File: src/rtl/pipe_pkg.sv
// Shared constants for every elastic pipeline stage register in the core.
// Width pairs per stage boundary keep the control unit and the stage instances in agreement.
package pipe_pkg;

   // Bubble = every control bit deasserted, i.e. a NOP travelling down the pipe.
   localparam int CTRL_MAX_W = 32;
   localparam logic [CTRL_MAX_W-1:0] BUBBLE_CTRL = '0;

   localparam int IFID_CTRL_W  = 8;
   localparam int IFID_DATA_W  = 96;
   localparam int IDEX_CTRL_W  = 16;
   localparam int IDEX_DATA_W  = 208;
   localparam int EXMEM_CTRL_W = 8;
   localparam int EXMEM_DATA_W = 133;
   localparam int MEMWB_CTRL_W = 4;
   localparam int MEMWB_DATA_W = 69;

   localparam int DEFAULT_CNT_W = 16;

endpackage

File: src/rtl/pipe_skid_slot.sv
// One-entry skid slot: valid flag plus control/data payload, with load and clear.
// Clear wins over load; the payload only changes on load so a stale value is harmless.
module pipe_skid_slot #(
   parameter int CTRL_W = 8,
   parameter int DATA_W = 64
) (
   input  logic              clk_i,
   input  logic              rst_i,
   input  logic              load,
   input  logic              clear,
   input  logic [CTRL_W-1:0] in_ctrl,
   input  logic [DATA_W-1:0] in_data,
   output logic              valid,
   output logic [CTRL_W-1:0] ctrl,
   output logic [DATA_W-1:0] data
);

   always_ff @(posedge clk_i) begin
      if (rst_i) begin
         valid <= 1'b0;
         ctrl  <= '0;
         data  <= '0;
      end else if (clear) begin
         valid <= 1'b0;
      end else if (load) begin
         valid <= 1'b1;
         ctrl  <= in_ctrl;
         data  <= in_data;
      end
   end

endmodule

File: src/rtl/pipe_stage_elastic.sv
// Elastic pipeline stage register with ready/valid backpressure, 1-entry skid slot,
// hazard stall, flush, and a saturating count of cycles the output sat unaccepted.
module pipe_stage_elastic
   import pipe_pkg::*;
#(
   parameter int CTRL_W      = 8,
   parameter int DATA_W      = 64,
   parameter int CNT_W       = DEFAULT_CNT_W,
   parameter bit ZERO_BUBBLE = 1'b1
) (
   input  logic              clk_i,
   input  logic              rst_i,
   input  logic              in_valid_i,
   output logic              in_ready_o,
   input  logic [CTRL_W-1:0] in_ctrl_i,
   input  logic [DATA_W-1:0] in_data_i,
   input  logic              stall_i,
   input  logic              flush_i,
   output logic              out_valid_o,
   input  logic              out_ready_i,
   output logic [CTRL_W-1:0] out_ctrl_o,
   output logic [DATA_W-1:0] out_data_o,
   output logic [CNT_W-1:0]  stall_cnt_o
);

   localparam logic [CTRL_W-1:0] BUBBLE  = CTRL_W'(BUBBLE_CTRL);
   localparam logic [CNT_W-1:0]  CNT_MAX = '1;

   // Handshake: an item moves across a boundary on a cycle where valid and ready are
   // both high. Downstream readiness is out_ready_i gated by ~stall_i; upstream readiness
   // is the registered ~skid_valid, so no combinational path runs from out_ready_i/stall_i
   // to in_ready_o.
   logic              eff_ready;
   logic              out_acc;
   logic              in_acc;
   logic              main_free;

   logic              skid_valid;
   logic [CTRL_W-1:0] skid_ctrl;
   logic [DATA_W-1:0] skid_data;
   logic              skid_load;
   logic              skid_clear;

   logic              main_valid;
   logic [CTRL_W-1:0] main_ctrl;
   logic [DATA_W-1:0] main_data;
   logic [CNT_W-1:0]  stall_cnt;

   assign in_ready_o = ~skid_valid;
   assign eff_ready  = out_ready_i & ~stall_i;
   assign out_acc    = main_valid & eff_ready;
   assign in_acc     = in_valid_i & in_ready_o;
   assign main_free  = ~main_valid | out_acc;

   // Skid only catches an item when main is occupied and not moving on this cycle.
   assign skid_load  = in_acc & ~main_free & ~flush_i;
   assign skid_clear = flush_i | (main_free & skid_valid);

   pipe_skid_slot #(
      .CTRL_W (CTRL_W),
      .DATA_W (DATA_W)
   ) u_skid (
      .clk_i   (clk_i),
      .rst_i   (rst_i),
      .load    (skid_load),
      .clear   (skid_clear),
      .in_ctrl (in_ctrl_i),
      .in_data (in_data_i),
      .valid   (skid_valid),
      .ctrl    (skid_ctrl),
      .data    (skid_data)
   );

   // Skid has priority into main so items leave in arrival order; while the skid is
   // full in_ready_o is low, so skid and input never compete for main.
   always_ff @(posedge clk_i) begin
      if (rst_i) begin
         main_valid <= 1'b0;
         main_ctrl  <= BUBBLE;
         main_data  <= '0;
      end else if (flush_i) begin
         main_valid <= 1'b0;
         main_ctrl  <= BUBBLE;
      end else if (main_free) begin
         if (skid_valid) begin
            main_valid <= 1'b1;
            main_ctrl  <= skid_ctrl;
            main_data  <= skid_data;
         end else if (in_acc) begin
            main_valid <= 1'b1;
            main_ctrl  <= in_ctrl_i;
            main_data  <= in_data_i;
         end else begin
            main_valid <= 1'b0;
         end
      end
   end

   always_ff @(posedge clk_i) begin
      if (rst_i) begin
         stall_cnt <= '0;
      end else if (main_valid && !eff_ready && !flush_i && (stall_cnt != CNT_MAX)) begin
         stall_cnt <= stall_cnt + CNT_W'(1);
      end
   end

   assign out_valid_o = main_valid;
   assign out_ctrl_o  = (ZERO_BUBBLE && !main_valid) ? BUBBLE : main_ctrl;
   assign out_data_o  = main_data;
   assign stall_cnt_o = stall_cnt;

endmodule
File: config.mk
export PLATFORM = sky130hd
export DESIGN_NAME = pipe_stage_elastic
export DESIGN_NICKNAME = d
export VERILOG_FILES = /design/src/rtl/pipe_pkg.sv /design/src/rtl/pipe_skid_slot.sv /design/src/rtl/pipe_stage_elastic.sv
export SDC_FILE = /design/constraint.sdc
export NUM_CORES = 1
export LEC_CHECK = 0
export ABC_AREA = 0
export CAP_MARGIN = 10
export CORE_ASPECT_RATIO = 0.7
export CORE_MARGIN = 3
export CORE_UTILIZATION = 50
export DETAILED_ROUTE_END_ITERATION = 10
export HOLD_SLACK_MARGIN = 0.15
export PLACE_DENSITY = 0.8
export REMOVE_ABC_BUFFERS = 1
export SETUP_SLACK_MARGIN = 0.3
export SLEW_MARGIN = 5
export SYNTH_ARGS = -nofsm -noshare
export SYNTH_HDL_FRONTEND = slang
export SYNTH_SLANG_ARGS = --single-unit
File: constraint.sdc
create_clock -name clk_i -period 2.2 [get_ports clk_i]
set_clock_uncertainty 0.15 [all_clocks]
set_input_delay 0.44 -clock clk_i [delete_from_list [all_inputs] [get_ports clk_i]]
set_output_delay 0.44 -clock clk_i [all_outputs]
set_load 0.03 [all_outputs]
==> flow_summary.rst, run 1 <==
.. list-table::
   :header-rows: 1

   * - Metric
     - Value
   * - Run status
     - complete, no violations
   * - Total of flip-flops plus latches after synthesis
     - 162
   * - Path type of the worst min-delay path
     - reg -> reg
   * - Library cells used by synthesis
     - 41
   * - Most common library cells after synthesis
     - 162 x sky130_fd_sc_hd__dfxtp_1, 151 x sky130_fd_sc_hd__nand2_1, 82 x sky130_fd_sc_hd__a21oi_1
   * - Design Power
     - 7.14 mW
   * - Vias per std cell
     - 5.51
   * - Insertion delay to the later sink of the worst-skew pair
     - 0.41 ns
   * - Synth async-reset ratio
     - 0
   * - Final count of hold timing violations
     - 0
   * - Total via count in the routed design
     - 6263
   * - Share of the yosys chip area belonging to registers
     - 0.465
   * - IO Port Bufs
     - 167
   * - Crit end category
     - flop
   * - Achievable clock frequency
     - 521 MHz
   * - Worst Reg2Reg Path Length in Cells
     - 5
   * - Predominant post-synthesis flop cell
     - sky130_fd_sc_hd__dfxtp_1
   * - Period utilization
     - 0.873
   * - Required time at the worst-slack endpoint
     - 2.35 ns
   * - Final Max Tran Viols
     - 0
   * - Area grow syn2layout
     - 41.4%
   * - Post-synth EDFFs
     - 0
   * - Maximum number of pins on one net before global-route repair
     - 74
   * - Avg WL per Cell
     - 17.8 um
   * - Pre-CTS setup slack
     - -0.202 ns
   * - Starting utilization of the core area
     - 0.520
   * - Antenna diodes
     - 0
   * - DRT iter0 DRCs
     - 400
   * - Worst-path clk slew
     - 0.06 ns
   * - Warning count from the yosys run
     - 0
   * - Share of cells above drive strength 1
     - 0.201
   * - Die Y
     - 105 um
   * - First-pass GRT wire length
     - 31600 um
   * - Total global-route track usage
     - 0.251
   * - Unrepaired setup endpoints after global routing
     - yes
   * - HPWL reported at the end of detailed placement
     - 12600 um
   * - # DRC
     - 0
   * - Sinks on the clock net
     - 162
   * - Number of top-level pins
     - 168
   * - Maximum fanout count along the critical path
     - 13
   * - Width of the die
     - 147 um
   * - Clock root buffer master
     - sky130_fd_sc_hd__clkbuf_16
   * - GR Overflow Total
     - 0
   * - Final RePlAce weighted congestion
     - 0.838
   * - Final setup margin
     - 0.280 ns
   * - Top cell type's share of synthesized area
     - 0.465
   * - Slew @ Worst Pin
     - 0.546 ns
   * - Avg Synthesized Cell Area
     - 9.19 um2
   * - Worst IR drop on VDD
     - 0.619 mV
   * - Initial antenna violation count
     - 1
   * - Rel. slew slack
     - 0.636
   * - Start-to-end type of the worst setup path
     - in -> reg
   * - TritonCTS clock tree
     - yes
   * - Antenna Nets Post-Route
     - 0
   * - Worst Path Arrival
     - 2.07 ns
   * - Final cell utilization of the core
     - 0.736
   * - Final wirelength
     - 20200 um
   * - Period minus WS final
     - 1.92 ns
   * - Cts bufs inserted
     - 17
   * - PwrDens
     - 724 nW/um2
   * - Most common cell in the synthesized netlist
     - sky130_fd_sc_hd__dfxtp_1
   * - Max-capacitance violation count
     - 0
   * - Post-synthesis cell type with the largest combined area
     - sky130_fd_sc_hd__dfxtp_1
   * - Die outline area
     - 15400 um2
   * - Number of placement rows
     - 35
   * - Post-layout nets
     - 1020
   * - Top cells by area in the synthesized netlist
     - sky130_fd_sc_hd__dfxtp_1 47%, sky130_fd_sc_hd__mux2i_1 10%, sky130_fd_sc_hd__a211oi_2 9.2%
   * - Hold Path Stages
     - 2
   * - Number of buffers on the longest clock path
     - 2
   * - Critical path startpoint category
     - primary input
   * - CTS Hold Bufs
     - 0
   * - Area of the core region
     - 13400 um2
   * - Setup-violating endpoint count in the final report
     - 0
   * - Number of global-route vias before repair
     - 6128
   * - Leakage power figure
     - 3.66 nW
   * - Post-Synthesis Cell Area
     - 6970 um2
   * - TritonRoute pass-1 iters
     - 8
   * - H-tree depth
     - 4
   * - Synthesized instance count
     - 759
[cell usage in the layout, fill, tap and decap left out, drive strengths merged]
master / synthesis / final
a211oi: 74 / 74
a21oi: 83 / 83
and2: 10 / 10
and3: 2 / 2
and4: 3 / 3
buf: 38 / 63
bufbuf: 0 / 1
bufinv: 0 / 3
clkbuf: 24 / 31
clkdlybuf4s15: 0 / 6
clkdlybuf4s50: 0 / 73
clkinv: 0 / 2
clkinvlp: 0 / 1
dfxtp: 162 / 162
dlygate4sd2: 0 / 72
dlymetal6s2s: 0 / 2
ha: 1 / 1
inv: 3 / 4
mux2: 5 / 5
mux2i: 72 / 72
nand2: 152 / 152
nand2b: 1 / 1
nand3: 4 / 4
nand3b: 1 / 1
nand4: 9 / 9
nor2: 81 / 81
nor2b: 6 / 6
nor3: 2 / 2
nor3b: 1 / 1
nor4: 6 / 6
o21ai: 2 / 2
o21bai: 1 / 1
o31ai: 7 / 7
or2: 1 / 1
or3: 1 / 1
or4: 7 / 7
[stage by stage]
step,TNS [ns],instance area (um2),instances,hold slack [ns]
2_1_floorplan,-685.91,6640,697,0.280
3_3_place_gp,-12.15,8970,1083,0.291
3_5_place_dp,-20.19,8970,1083,0.296
4_1_cts,0,9680,1127,0.305
5_1_grt,0,9860,1137,0.322
6_report,0,9860,1137,0.306
[critical path, cell delays in order]
cell                              delay (ns)
sky130_fd_sc_hd__clkdlybuf4s50_1        0.46
sky130_fd_sc_hd__nand2b_4               0.15
sky130_fd_sc_hd__buf_4                  0.13
sky130_fd_sc_hd__nand2_4                0.10
sky130_fd_sc_hd__nor4_1                 0.41
sky130_fd_sc_hd__mux2_1                 0.37
[state kept, by name, indices dropped and copies added (netlist names)]
name          cells
out_data_o       64
u_skid.data      64
stall_cnt_o      16
main_ctrl         8
u_skid.ctrl       8
out_valid_o       1
u_skid.valid      1
[layer usage]
layer / global-route usage / part of all wire / vias up
met5: 0 / 0.00064 / -
li1: - / - / 2999
met1: 0.336 / 0.45 / 3032
met4: 0.0505 / 0.0069 / 2
met2: 0.405 / 0.47 / 216
met3: 0.0746 / 0.071 / 14
[final timing paths]
path / startpoint / end / slack (ns)
worst max-delay path: stall_i / stall_cnt_o[7] / 0.28
worst min-delay path: u_skid.data[50] / u_skid.data[50] / 0.31
worst max register to register: stall_cnt_o[12] / stall_cnt_o[7] / 0.33
worst min register to register: u_skid.data[50] / u_skid.data[50] / 0.31
[layout make-up]
class | count | area (um2)
fill | 970 | 3540
multi-input combinational | 532 | 3480
sequential | 162 | 3260
timing repair buffer | 225 | 2280
clock buffer | 23 | 479
tap | 185 | 231
clock inverter | 7 | 124
inverter | 3 | 11.3
[cells by family (layout without fill, tap and decap cells)]
| group | Yosys count | count (layout) | synth area share |
|---|---|---|---|
| AOI/OAI and AO/OA | 167 | 167 | 0.186 |
| adders and majority gates | 1 | 1 | 0.00179 |
| buffers and inverters | 65 | 258 | 0.0493 |
| DFF | 162 | 162 | 0.465 |
| muxes | 77 | 77 | 0.111 |
| and+or+nand+nor | 287 | 287 | 0.186 |
[what timing repair did]
action | CTS | global route
setup endpoints to repair | 237 | 69
gates resized for setup | 136 | 47
pin swaps | 5 | 10
hold endpoints to repair | 0 | 0
buffers inserted | 11 | 8
cloned | 3 | 2
[power by group]
group | switching, mW | internal (mW)
Sequential | 0.0670 | 3.04
Clock | 1.16 | 1.88
Combinational | 0.552 | 0.440
Total | 1.78 | 5.36
Note: power is estimated with default switching activity, not from simulation.
==> run 2, diff against run 1 <==
Settings changed: CORE_MARGIN 3 to 1, HOLD_SLACK_MARGIN 0.15 to not set.
==> run 2 against run 1 <==
Die area decreased by 6.4%. Worst setup slack improved by 0.047 ns. Clock power increased by 9.9%. Sequential cell count unchanged. First-iteration DRC count decreased by 24%. Sequential share of layout area increased by 0.54 points. Hold slack got worse by 0.055 ns. Cell count decreased by 1.6%. Maximum frequency increased by 2.5%. Register-to-register slack improved by 0.03 ns. Critical path type is now reg -> out. Critical endpoint is now in_ready_o. Largest cell class unchanged. Largest power group is now the clock network. Highest routed layer is now met4.
==> flow_summary.rst, run 2 (same netlist as run 1, synthesis figures left out) <==
.. list-table::
   :header-rows: 1

   * - Metric
     - Value
   * - Total via count in the routed design
     - 6124 (was 6263)
   * - GR Overflow Total
     - 0 (unchanged)
   * - Clock root buffer master
     - sky130_fd_sc_hd__clkbuf_16 (unchanged)
   * - Most frequent cells in the layout
     - 154 x sky130_fd_sc_hd__dfxtp_1, 151 x sky130_fd_sc_hd__nand2_1, 81 x sky130_fd_sc_hd__a21oi_1 (was 155 x sky130_fd_sc_hd__dfxtp_1, 151 x sky130_fd_sc_hd__nand2_1, 80 x sky130_fd_sc_hd__a21oi_1)
   * - Worst-path clk slew
     - 0.06 ns (about the same)
   * - Path type of the worst min-delay path
     - in -> reg (was reg -> reg)
   * - Period utilization
     - 0.852 (was 0.873)
   * - Period minus WS final
     - 1.87 ns (was 1.92 ns)
   * - CP max-delay cell
     - sky130_fd_sc_hd__dlygate4sd2_1 (was sky130_fd_sc_hd__clkdlybuf4s50_1)
   * - Total global-route track usage
     - 0.258 (was 0.251)
   * - Number of global-route vias before repair
     - 6100 (was 6128)
   * - Sinks on the clock net
     - 162 (unchanged)
   * - Worst IR drop on VDD
     - 0.578 mV (was 0.619 mV)
   * - Rel. slew slack
     - 0.490 (was 0.636)
   * - Final Max Tran Viols
     - 0 (unchanged)
   * - Starting utilization of the core area
     - 0.520 (unchanged)
   * - Initial antenna violation count
     - 0 (was 1)
   * - H-tree depth
     - 4 (unchanged)
   * - Leading cell type in the layout, fill and taps excluded
     - sky130_fd_sc_hd__dfxtp_1 (unchanged)
   * - Width of the die
     - 143 um (was 147 um)
   * - Area of the core region
     - 13400 um2 (unchanged)
   * - DRT iter0 DRCs
     - 306 (was 400)
   * - # DRC
     - 0 (unchanged)
   * - Final wirelength
     - 18600 um (was 20200 um)
   * - Peak per-stage delay on the critical path
     - 0.41 ns (was 0.46 ns)
   * - Post-layout nets
     - 1000 (was 1020)
   * - Family with the most delay on the worst path
     - buffers and inverters (was simple AND/OR/NAND/NOR gates)
   * - Total negative slack for setup checks
     - 0 ns (unchanged)
   * - TritonCTS clock tree
     - yes (unchanged)
   * - Worst Reg2Reg Path Length in Cells
     - 7 (was 5)
   * - Placement-stage cell area
     - 8970 um2 (about the same)
   * - Slew @ Worst Pin
     - 0.764 ns (was 0.546 ns)
   * - Buffering stage count on the worst path with inverters included
     - 2 (unchanged)
   * - Final cell utilization of the core
     - 0.724 (was 0.736)
   * - TritonRoute pass-1 iters
     - 5 (was 8)
   * - Start-to-end type of the worst setup path
     - reg -> out (was in -> reg)
   * - Unrepaired setup endpoints after global routing
     - yes (unchanged)
   * - Number of buffers on the longest clock path
     - 2 (unchanged)
   * - Leakage power figure
     - 3.54 nW (was 3.66 nW)
   * - Worst Path Arrival
     - 1.28 ns (was 2.07 ns)
   * - Storage cell area
     - 3260 um2 (about the same)
   * - Launch point of the worst reg-to-reg path
     - stall_cnt_o[1] (was stall_cnt_o[12])
   * - Number of top-level pins
     - 168 (unchanged)
   * - Avg WL per Cell
     - 16.6 um (was 17.8 um)
   * - Run status
     - complete, no violations (unchanged)
   * - Terminus of the critical flop-to-flop path
     - stall_cnt_o[3] (was stall_cnt_o[7])
   * - HPWL reported at the end of detailed placement
     - 12300 um (was 12600 um)
   * - Share of cells above drive strength 1
     - 0.182 (was 0.201)
   * - Achievable clock frequency
     - 534 MHz (was 521 MHz)
   * - Vias per std cell
     - 5.47 (was 5.51)
   * - Crit end category
     - primary output (was flop)
   * - Antenna Nets Post-Route
     - 0 (unchanged)
   * - Final RePlAce weighted congestion
     - 0.888 (was 0.838)
   * - Cts bufs inserted
     - 17 (unchanged)
   * - Required time at the worst-slack endpoint
     - 1.61 ns (was 2.35 ns)
   * - PwrDens
     - 760 nW/um2 (was 724 nW/um2)
   * - Setup-violating endpoint count in the final report
     - 0 (unchanged)
   * - Crit path to
     - in_ready_o (was stall_cnt_o[7])
   * - Die Y
     - 101 um (was 105 um)
   * - Area of all placed cells without fillers
     - 9710 um2 (was 9860 um2)
   * - Fill count
     - 987 (was 970)
   * - Critical path startpoint category
     - flop (was primary input)
   * - First-pass GRT wire length
     - 29300 um (was 31600 um)
   * - Final count of hold timing violations
     - 0 (unchanged)
   * - Maximum fanout count along the critical path
     - 4 (was 13)
   * - Insertion delay to the later sink of the worst-skew pair
     - 0.41 ns (about the same)
   * - Cells along the critical path
     - inv_1 > dlygate4sd2_1 (was clkdlybuf4s50_1 > nand2b_4 > buf_4 > nand2_4 > nor4_1 > mux2_1)
   * - Critical path startpoint
     - u_skid.valid (was stall_i)
   * - Area grow syn2layout
     - 39.2% (was 41.4%)
   * - Max-capacitance violation count
     - 0 (unchanged)
   * - Area occupied by multi-input gates
     - 3470 um2 (was 3480 um2)
   * - Minimum setup slack among reg-to-reg paths
     - 0.36 ns (was 0.33 ns)
   * - Number of placement rows
     - 35 (unchanged)
   * - Maximum number of pins on one net before global-route repair
     - 72 (was 74)
   * - Die outline area
     - 14400 um2 (was 15400 um2)
   * - Critical Path Stages
     - 2 (was 6)
   * - IO Port Bufs
     - 167 (unchanged)
   * - Antenna diodes
     - 0 (unchanged)
   * - Design Power
     - 7.37 mW (was 7.14 mW)
run 2: changes by cell type in the layout (fill, tap and decap cells not counted), moves of 2 or more:
cell	previous run	this run
sky130_fd_sc_hd__dlymetal6s2s_1	2	0
sky130_fd_sc_hd__dlygate4sd2_1	72	77
sky130_fd_sc_hd__clkinv_2	0	2
sky130_fd_sc_hd__clkdlybuf4s50_1	73	76
sky130_fd_sc_hd__clkdlybuf4s15_2	2	7
sky130_fd_sc_hd__buf_16	3	0
sky130_fd_sc_hd__buf_4	31	17
sky130_fd_sc_hd__buf_12	12	14
sky130_fd_sc_hd__buf_2	7	1
sky130_fd_sc_hd__clkbuf_2	6	2
sky130_fd_sc_hd__clkbuf_16	20	18
sky130_fd_sc_hd__bufinv_16	3	6
sky130_fd_sc_hd__clkbuf_1	4	2
sky130_fd_sc_hd__buf_8	4	0
run 2: power breakdown:
group	switching, mW	internal, mW	total (mW)
logic	0.527	0.398	0.925
registers	0.0642	3.04	3.10
clock network	1.21	2.14	3.34
run 2: repair_timing:
item,in CTS,in global routing
cloned,0,1
resized for setup,118,27
setup buffers,3,2
setup endpoints to repair,148,124
hold buffers,0,0
pin swaps,4,7
run 2: stage by stage:
stage | instances | hold WS (ns) | worst slack, ns
floorplan | 697 | 0.280 | -6.78
global placement | 1081 | 0.291 | -0.137
detailed placement | 1081 | 0.297 | -0.215
CTS | 1116 | 0.233 | 0.222
global route | 1119 | 0.247 | 0.252
finish | 1119 | 0.252 | 0.326
run 2: worst min-delay path by stage:
stage                               start               to  slack, ns  cells past startpoint
after global routing                rst_i      out_valid_o       0.25                      2
after floorplan            u_skid.ctrl[0]   u_skid.ctrl[0]       0.28                      2
after detailed placement  u_skid.data[33]  u_skid.data[33]       0.30                      2
after global placement    u_skid.data[21]  u_skid.data[21]       0.29                      2
after CTS                           rst_i      out_valid_o       0.23                      2
final                               rst_i      out_valid_o       0.25                      2
run 2: per-layer routing:
layer | wire [um] | vias up | GRT usage
met5 | 0 | - | 0
met4 | 294 | 0 | 0.0695
met3 | 1410 | 23 | 0.0651
met2 | 8760 | 214 | 0.436
met1 | 8090 | 2918 | 0.328
li1 | - | 2969 | -
run 2: layout make-up:
cell class                      count  area share
Sequential cell                   162       0.336
Multi-Input combinational cell    532       0.357
Clock buffer                       19      0.0446
Inverter                            3     0.00116
Timing Repair Buffer              205       0.213
Tap cell                          185      0.0238
Clock inverter                     13      0.0240
run 2: worst reg2reg max path, stage by stage, from the launching register on:
cell and delay (ns):
sky130_fd_sc_hd__dfxtp_2 0.35, sky130_fd_sc_hd__ha_4 0.17, sky130_fd_sc_hd__nand4_1 0.15, sky130_fd_sc_hd__nor4_4 0.05
sky130_fd_sc_hd__buf_6 0.14, sky130_fd_sc_hd__buf_6 0.14, sky130_fd_sc_hd__or4_4 0.49, sky130_fd_sc_hd__a21oi_2 0.14
